File: src/rtl/itch5_msg_seq_if.sv
// itch5_msg_seq_if: MoldUDP64 payload beats in, capture-buffer enables and framing status out
interface itch5_msg_seq_if #(
    parameter int AXI_DATA_W = 64,
    parameter int LEN        = 8,
    parameter int CNT_MAX    = 7,
    parameter int MSG_LEN_W  = 6
);
    logic                  mold_v;
    logic                  mold_start;
    logic [AXI_DATA_W-1:0] mold_data;
    logic [CNT_MAX-1:0]    buf_en;
    logic                  msg_v;
    logic [LEN-1:0]        msg_type;
    logic [MSG_LEN_W-1:0]  msg_len;
    logic                  err_trunc;
    logic                  err_type;
    logic                  err_orphan;

    modport master (
        output mold_v, mold_start, mold_data,
        input  buf_en, msg_v, msg_type, msg_len, err_trunc, err_type, err_orphan
    );
    modport slave (
        input  mold_v, mold_start, mold_data,
        output buf_en, msg_v, msg_type, msg_len, err_trunc, err_type, err_orphan
    );
endinterface

File: src/rtl/itch5_msg_seq.sv
// itch5_msg_seq: frames ITCH 5.0 messages from payload beats, drives capture-buffer slot enables
module itch5_msg_seq #(
    parameter int AXI_DATA_W = 64,
    parameter int LEN        = 8,
    parameter int CNT_MAX    = 7,
    parameter int CNT_MAX_W  = $clog2(CNT_MAX + 1),
    parameter int MSG_LEN_W  = 6
) (
    input logic           clk,
    input logic           nreset,
    itch5_msg_seq_if.slave bus
);
    localparam logic [1:0] IDLE = 2'd0, RECV = 2'd1, DROP = 2'd2;

    logic [1:0]           state;
    logic [CNT_MAX_W-1:0] cnt, need, need_dec, cnt_nx;
    logic [LEN-1:0]       cur_type;
    logic [MSG_LEN_W-1:0] cur_len, len_dec;
    logic [MSG_LEN_W:0]   len_sum;
    logic                 start, beat, known;

    always_comb begin
        len_dec = '0;
        case (bus.mold_data[LEN-1:0])
            8'h53, 8'h57: len_dec = MSG_LEN_W'(12);
            8'h52: len_dec = MSG_LEN_W'(39);
            8'h48: len_dec = MSG_LEN_W'(25);
            8'h59, 8'h4E: len_dec = MSG_LEN_W'(20);
            8'h4C: len_dec = MSG_LEN_W'(26);
            8'h56, 8'h4A, 8'h55: len_dec = MSG_LEN_W'(35);
            8'h4B: len_dec = MSG_LEN_W'(28);
            8'h68: len_dec = MSG_LEN_W'(21);
            8'h41, 8'h43: len_dec = MSG_LEN_W'(36);
            8'h46, 8'h51: len_dec = MSG_LEN_W'(40);
            8'h45: len_dec = MSG_LEN_W'(31);
            8'h58: len_dec = MSG_LEN_W'(23);
            8'h44, 8'h42: len_dec = MSG_LEN_W'(19);
            8'h50: len_dec = MSG_LEN_W'(44);
            8'h49: len_dec = MSG_LEN_W'(50);
            8'h4F: len_dec = MSG_LEN_W'(48);
            default: len_dec = '0;
        endcase
    end

    assign known    = len_dec != '0;
    assign len_sum  = {1'b0, len_dec} + (MSG_LEN_W + 1)'(7);
    assign need_dec = CNT_MAX_W'(len_sum >> 3);
    assign start    = bus.mold_v & bus.mold_start;
    assign beat     = bus.mold_v & ~bus.mold_start;
    assign cnt_nx   = cnt + CNT_MAX_W'(1);

    // Slot enables are combinational so the buffer captures the beat in the same cycle.
    assign bus.buf_en = (start & known) ? CNT_MAX'(1)
                      : (beat & state == RECV) ? CNT_MAX'(1) << cnt : '0;

    always_ff @(posedge clk) begin
        if (nreset) begin
            state          <= IDLE;
            cnt            <= '0;
            need           <= '0;
            cur_type       <= '0;
            cur_len        <= '0;
            bus.msg_v      <= 1'b0;
            bus.msg_type   <= '0;
            bus.msg_len    <= '0;
            bus.err_trunc  <= 1'b0;
            bus.err_type   <= 1'b0;
            bus.err_orphan <= 1'b0;
        end else begin
            bus.msg_v      <= 1'b0;
            bus.err_trunc  <= 1'b0;
            bus.err_type   <= 1'b0;
            bus.err_orphan <= 1'b0;
            if (start) begin
                bus.err_trunc <= state == RECV;
                bus.err_type  <= ~known;
                state         <= known ? RECV : DROP;
                cnt           <= known ? CNT_MAX_W'(1) : '0;
                if (known) begin
                    need     <= need_dec;
                    cur_type <= bus.mold_data[LEN-1:0];
                    cur_len  <= len_dec;
                end
            end else if (beat) begin
                if (state == RECV) begin
                    cnt <= (cnt_nx == need) ? '0 : cnt_nx;
                    if (cnt_nx == need) begin
                        state        <= IDLE;
                        bus.msg_v    <= 1'b1;
                        bus.msg_type <= cur_type;
                        bus.msg_len  <= cur_len;
                    end
                end
                bus.err_orphan <= state == IDLE;
            end
        end
    end
endmodule

File: src/flat_wrapper.sv
// flat-port wrapper written by rule: the top's interface ports become plain ports
module itch5_msg_seq_flat 
#(
    parameter int AXI_DATA_W = 64,
    parameter int LEN        = 8,
    parameter int CNT_MAX    = 7,
    parameter int CNT_MAX_W  = $clog2(CNT_MAX + 1),
    parameter int MSG_LEN_W  = 6
)
  (clk, nreset, bus_mold_v, bus_mold_start, bus_mold_data, bus_buf_en, bus_msg_v, bus_msg_type, bus_msg_len, bus_err_trunc, bus_err_type, bus_err_orphan);
  itch5_msg_seq_if #(.AXI_DATA_W(AXI_DATA_W), .LEN(LEN), .CNT_MAX(CNT_MAX), .MSG_LEN_W(MSG_LEN_W)) bus_i ();
  input logic clk;
  input logic nreset;
  input wire logic [$bits(bus_i.mold_v)-1:0] bus_mold_v;
  input wire logic [$bits(bus_i.mold_start)-1:0] bus_mold_start;
  input wire logic [$bits(bus_i.mold_data)-1:0] bus_mold_data;
  output wire logic [$bits(bus_i.buf_en)-1:0] bus_buf_en;
  output wire logic [$bits(bus_i.msg_v)-1:0] bus_msg_v;
  output wire logic [$bits(bus_i.msg_type)-1:0] bus_msg_type;
  output wire logic [$bits(bus_i.msg_len)-1:0] bus_msg_len;
  output wire logic [$bits(bus_i.err_trunc)-1:0] bus_err_trunc;
  output wire logic [$bits(bus_i.err_type)-1:0] bus_err_type;
  output wire logic [$bits(bus_i.err_orphan)-1:0] bus_err_orphan;
  assign bus_i.mold_v = bus_mold_v;
  assign bus_i.mold_start = bus_mold_start;
  assign bus_i.mold_data = bus_mold_data;
  assign bus_buf_en = bus_i.buf_en;
  assign bus_msg_v = bus_i.msg_v;
  assign bus_msg_type = bus_i.msg_type;
  assign bus_msg_len = bus_i.msg_len;
  assign bus_err_trunc = bus_i.err_trunc;
  assign bus_err_type = bus_i.err_type;
  assign bus_err_orphan = bus_i.err_orphan;
  itch5_msg_seq #(.AXI_DATA_W(AXI_DATA_W), .LEN(LEN), .CNT_MAX(CNT_MAX), .CNT_MAX_W(CNT_MAX_W), .MSG_LEN_W(MSG_LEN_W)) u_core (.clk(clk), .nreset(nreset), .bus(bus_i));
endmodule
File: config.mk
export PLATFORM = sky130hd
export DESIGN_NAME = itch5_msg_seq_flat
export DESIGN_NICKNAME = d
export VERILOG_FILES = /design/src/rtl/itch5_msg_seq_if.sv /design/src/rtl/itch5_msg_seq.sv /design/src/flat_wrapper.sv
export SDC_FILE = /design/constraint.sdc
export NUM_CORES = 1
export LEC_CHECK = 0
export BUFFER_PORTS_ARGS = -buffer_cell sky130_fd_sc_hd__buf_2
export CAP_MARGIN = 20
export CORE_ASPECT_RATIO = 0.6
export CORE_MARGIN = 2
export CORE_UTILIZATION = 44
export DETAILED_ROUTE_END_ITERATION = 12
export PLACE_DENSITY_LB_ADDON = 0.05
export SLEW_MARGIN = 20
export SYNTH_ARGS = -nofsm -noshare
export SYNTH_HDL_FRONTEND = slang
export SYNTH_SLANG_ARGS = --single-unit
export TNS_END_PERCENT = 100
File: constraint.sdc
create_clock -name clk -period 4.3 [get_ports clk]
set_input_delay 0.645 -clock clk [delete_from_list [all_inputs] [get_ports clk]]
set_output_delay 0.645 -clock clk [all_outputs]
set_load 0.05 [all_outputs]
==> metrics.txt, run 1 <==
first drt pass iteration count 4; Sw Ratio 0.2533; io pins 93; Inserted Clock Buffers 5; Yosys warnings 0; Worst Path Arrival 2.74 ns; leak pwr 1.116 nW; final wirelength 5599 um; number of vias per cell 5.749; pwr dens 295.9 nW/um^2; largest net degree at the start of global routing 36; mux cell area share after synthesis 0.06467; cell count of the worst hold path 2; crit-path max FO 23; nets 369; post-CTS setup buffer count 0; Synth top cells by count dfxtp_1, nor2_1, a21oi_1; Max Fclk 0.2956 GHz; type of origin of the critical path primary input; Comb power frac 0.128; synth-to-layout area growth 11.97%; Worst Reg-to-Reg Cells 7; GRT Util Overall 0.1954; # hold bufs at CTS 0; clk slew on worst S/H paths 0.07 ns; TritonCTS clock tree built; Hold Crit Class flop to flop; post-synth top area share 0.3421; CTS sink cnt 40; Finished Cell Area 2621 sq um; fill cell total of the finished layout 514; Root Driver clkbuf_8; Yosys reg bits 40; final hold vios 0; Mean Syn Cell Area 8.670 sq um; cells resized by post-CTS repair 0; Initial Util 0.4586; Synth area leader dfxtp_1; chip width 98.17 um; global-route wire length before repair 9197 um; Tcrit/Tclk final 0.7868; Cell Area, Synth 2341 sq um; Hold Slack 0.4674 ns; initial antenna violation count 0; net count after synthesis 343; WS Path Type primary input to primary output; Clock power frac 0.385; antenna cells 0; remaining global-route overflow 0; wire per inst 15.42 um; via count 2087; Seq/Total Area, Yosys 0.3421; Adder-Cell Fraction of Synth Area 0.02672; DRC viols 0; Die Area 5939 sq um; worst slew pin tran 0.8161 ns; Psw 0.0001965 W; M3 GR Usage 0.04493; XOR/XNOR Fraction of Synth Area 0.01122; Core Area 5105 sq um; worst skew pair latency 0.29 ns; Worst slew margin 0.4546; Cell Rows 20; die height 60.50 um; slowest cell on the critical path nor2b_1; number of global-route vias before repair 1832; Gate Count Post-Synth 270; GR Util met1 0.3053; htree depth 2; PortBufs 36; Yosys cell types 64; GRT met2 Usage 0.2720; Synth async-reset ratio 0; ranking of synthesized cells by area dfxtp_1, mux2i_1, nor2_1; delay of the slowest critical-path stage 0.32 ns; top-count cell post-synth dfxtp_1; gpl congestion 0.8185; placed cell area 2514 sq um; final core occ 0.5135; busiest grt layer met1; initial detailed-routing violation count 125; Most used DFF post-synth dfxtp_1; Synth Area in Compound Gates 0.2416; internal power 0.0005792 W; MaxCap Viol Count 0; Layout Skew 0.008440 ns; post-route ant nets 0; CP Cell Sequence buf_2 > nor2b_1 > o311ai_1 > buf_4 > o41ai_2 > buf_4 > nand2_1 > a31o_2 > buf_2; Max Slew Vio Count 0; VDD IR max 148.5 uV; Max clock buf depth 2; RSZ-0062 raised after global routing no; share of cells above drive strength 1 0.2088; crit path time final 3.383 ns; status complete, no violations; part of the power in registers 0.486; TNS Setup 0 ns; Post-Synth Simple-Gate Area 0.2464; number of synthesized flops with an enable pin 0; largest family of logic cells by synthesized area simple AND/OR/NAND/NOR gates; required time of the critical path 3.65 ns; crit path capture type primary output; Power Total 0.0007757 W; post-DP HPWL 4150 um; final setup vio count 0
power by group through the flow:
stage	combinational (W)	sequential, W	clock, W
after floorplan	0.0000762	0.000388	0
after global placement	0.0000993	0.000386	0
after detailed placement	0.0000981	0.000386	0
after CTS	0.0000984	0.000377	0.000304
after global routing	0.000111	0.000378	0.000319
final	0.0000995	0.000377	0.000299
worst max-delay path: cells and delay by family:
| family | cells | cell delay (ns) |
|---|---|---|
| AO/OA/AOI/OAI | 3 | 0.70 |
| buffers and inverters | 4 | 0.91 |
| AND/OR/NAND/NOR | 2 | 0.49 |
final timing paths:
kind / from / end / slack (ns)
worst min register to register: u_core.cur_len[2] / u_core.cur_len[2] / 0.47
worst max-delay path: bus_mold_data[2] / bus_buf_en[0] / 0.92
worst max register to register: u_core.cnt[0] / u_core.bus.msg_type[0] / 1.97
worst min-delay path: u_core.cur_len[2] / u_core.cur_len[2] / 0.47
layer usage:
metal  share of wire  wire, um
met1            0.55      3078
met2            0.39      2176
met3           0.058       324
met4          0.0034        19
met5               0         0
layout by cell type (no fill, tap or decap), drive strengths merged, types with 2 or more instances in the layout:
cell,synthesis,routed
nand3b,2,2
a21boi,3,3
clkbuf,11,6
a31oi,3,3
or3b,6,6
nor4,3,3
buf,10,40
a211oi,5,5
nor3b,5,5
or3,2,2
o21ai,13,13
nand2,10,10
and3,7,7
xnor2,2,2
and2,2,2
o32ai,5,5
a21oi,17,17
o311ai,3,3
dfxtp,40,40
a22oi,2,2
o211ai,7,7
nor3,4,4
nand3,10,10
nand4,2,2
inv,10,10
nor2b,7,7
nor2,27,27
o2111ai,2,2
mux2i,14,14
ha,5,5
nand2b,7,7
or4bb,2,2
a221oi,2,2
layout make-up:
cell class                 instances  area, sq um  area share
clock buffer                       6        72.57     0.02769
clock inverter                     2        35.03     0.01337
inverter                          10        37.54     0.01432
multi-input combinational        199         1383      0.5274
sequential                        40        800.8      0.3055
tap                               66        82.58     0.03150
timing repair buffer              40        210.2     0.08019
state kept, by name, indices dropped and copies added, names as in the netlist:
name	flops
u_core.bus.err_orphan	1
u_core.bus.err_type	1
u_core.state	2
u_core.bus.err_trunc	1
u_core.bus.msg_type	8
u_core.cur_len	6
u_core.cur_type	8
u_core.need	3
u_core.bus.msg_v	1
u_core.cnt	3
u_core.bus.msg_len	6
cells by family after synthesis:
| kind of cell | Yosys count |
|---|---|
| and+or+nand+nor | 102 |
| AOI/OAI and AO/OA | 74 |
| DFF | 40 |
| buffers and inverters | 31 |
| muxes | 15 |
| adders and majority gates | 5 |
| xor gates and xnor gates | 3 |
metrics by stage:
| stage | worst slack (ns) | cells |
|---|---|---|
| 2_1_floorplan | 1.482 | 270 |
| 3_3_place_gp | 0.9060 | 355 |
| 3_5_place_dp | 0.9444 | 355 |
| 4_1_cts | 0.9340 | 363 |
| 5_1_grt | 0.7249 | 363 |
| 6_report | 0.9169 | 363 |
(Power assumes the default switching activity.)
==> run 2: changes to the inputs <==
==> constraint.sdc (replaced) <==
create_clock -name clk -period 3.35 [get_ports clk]
set_input_delay 0.5025 -clock clk [delete_from_list [all_inputs] [get_ports clk]]
set_output_delay 0.5025 -clock clk [all_outputs]
set_load 0.05 [all_outputs]
==> run 2 against run 1 <==
Worst hold slack got worse by 0.0026 ns. First-iteration DRC count grew 42%. Die area unchanged. Combinational power grew 31%. Final area rose by 1.1%. Wire length rose by 2.3%. Non-clock buffer count increased by 4. Clock skew barely moved. Critical path depth decreased by 2. Core utilization up 0.59 points. Sequential share of layout area is 0.35 points lower. Critical path type unchanged.
==> metrics.txt, run 2 (same netlist as run 1, synthesis figures left out) <==
Max Slew Vio Count 0; final wirelength 5727 um; TritonCTS clock tree built; GRT Util Overall 0.2025; global-route wire length before repair 9501 um; delay of the slowest critical-path stage 0.72 ns; Inserted Clock Buffers 5; worst skew pair latency 0.29 ns; TNS Setup 0 ns; final setup vio count 0; Die Area 5939 sq um; VDD IR max 248.5 uV; cells resized by post-CTS repair 0; Layout Skew 0.008293 ns; chip width 98.17 um; fill cell total of the finished layout 495; Root Driver clkbuf_8; Hold Slack 0.4648 ns; wire per inst 15.60 um; remaining global-route overflow 0; Worst slew margin 0.4509; WS Path Type primary input to primary output; post-CTS setup buffer count 0; die height 60.50 um; Tcrit/Tclk final 0.8756; antenna cells 0; post-route ant nets 0; DRC viols 0; # hold bufs at CTS 0; clk slew on worst S/H paths 0.08 ns; commonest non-fill, non-tap cell in the layout dfxtp_1; final hold vios 0; initial antenna violation count 0; crit path time final 2.933 ns; slowest cell on the critical path o311ai_1; first drt pass iteration count 4; CP Cell Sequence buf_2 > inv_1 > o311ai_1 > o41ai_2 > nand2_1 > a31o_2 > buf_2; Finished Cell Area 2651 sq um; largest net degree at the start of global routing 36; Initial Util 0.4586; nets 373; required time of the critical path 2.85 ns; Worst Path Arrival 2.43 ns; io pins 93; most frequent cells in the layout dfxtp_1, buf_2, nor2_1; pwr dens 375.2 nW/um^2; PortBufs 36; number of global-route vias before repair 1861; RSZ-0062 raised after global routing no; initial detailed-routing violation count 178; Max Fclk 0.3409 GHz; via count 2126; top flop regs u_core.bus.msg_type x8, u_core.cur_type x8; Core Area 5105 sq um; Hold Crit Class flop to flop; Cell Rows 20; worst slew pin tran 0.8216 ns; post-DP HPWL 4219 um; share of cells above drive strength 1 0.2193; placed cell area 2544 sq um; Max clock buf depth 2; MaxCap Viol Count 0; Worst path most repeated cell buf_2; crit-path max FO 20; gpl congestion 0.8417; crit path capture type primary output; type of origin of the critical path primary input; number of vias per cell 5.793; CTS sink cnt 40; status complete, no violations; leak pwr 1.135 nW; htree depth 2; synth-to-layout area growth 13.25%
run 2: worst max-delay path, delay by kind of cell:
family                 cells  cell delay [ns]
AO/OA/AOI/OAI              3             1.03
buffers and inverters      3             0.73
AND/OR/NAND/NOR            1             0.15
run 2: worst paths after layout:
path	end	slack, ns	cells past startpoint	start
worst max-delay path	bus_buf_en[0]	0.42	7	bus_mold_data[0]
worst min-delay path	u_core.cur_len[2]	0.46	2	u_core.cur_len[2]
worst max register to register	u_core.bus.msg_len[5]	1.07	7	u_core.cnt[0]
worst min register to register	u_core.cur_len[2]	0.46	2	u_core.cur_len[2]
run 2: routing by layer:
metal	wire, um	part of all wire	vias to the layer above	global-route usage
met5	0	0	-	0
met4	16	0.0028	0	0.03718
met3	450	0.079	3	0.05069
met2	2184	0.38	71	0.2798
met1	3076	0.54	987	0.3174
li1	-	-	1065	-
run 2: power breakdown:
part           switching, W  internal [W]  total, W
logic             0.0000872     0.0000432  0.000130
registers        0.00000410      0.000480  0.000484
clock network      0.000159      0.000221  0.000380
total              0.000250      0.000744  0.000995
run 2: final cells by class:
class	instances	area, sq um	area share
clock buffers	6	72.57	0.02737
clock inverters	2	35.03	0.01321
inverters	10	37.54	0.01416
multi-input cells	199	1383	0.5215
flip-flops and latches	40	800.8	0.3020
well taps	66	82.58	0.03115
repair buffers	44	240.2	0.09061
run 2: stage by stage:
| step | cells | utilization | power [W] | setup slack [ns] |
|---|---|---|---|---|
| after floorplan | 270 | - | 0.0005959 | 0.8166 |
| after global placement | 359 | 0.4983 | 0.0006241 | 0.4212 |
| after detailed placement | 359 | 0.4983 | 0.0006231 | 0.4613 |
| after CTS | 367 | 0.5194 | 0.001006 | 0.4506 |
| after global routing | 367 | 0.5194 | 0.001038 | 0.2401 |
| final | 367 | 0.5194 | 0.0009949 | 0.4167 |
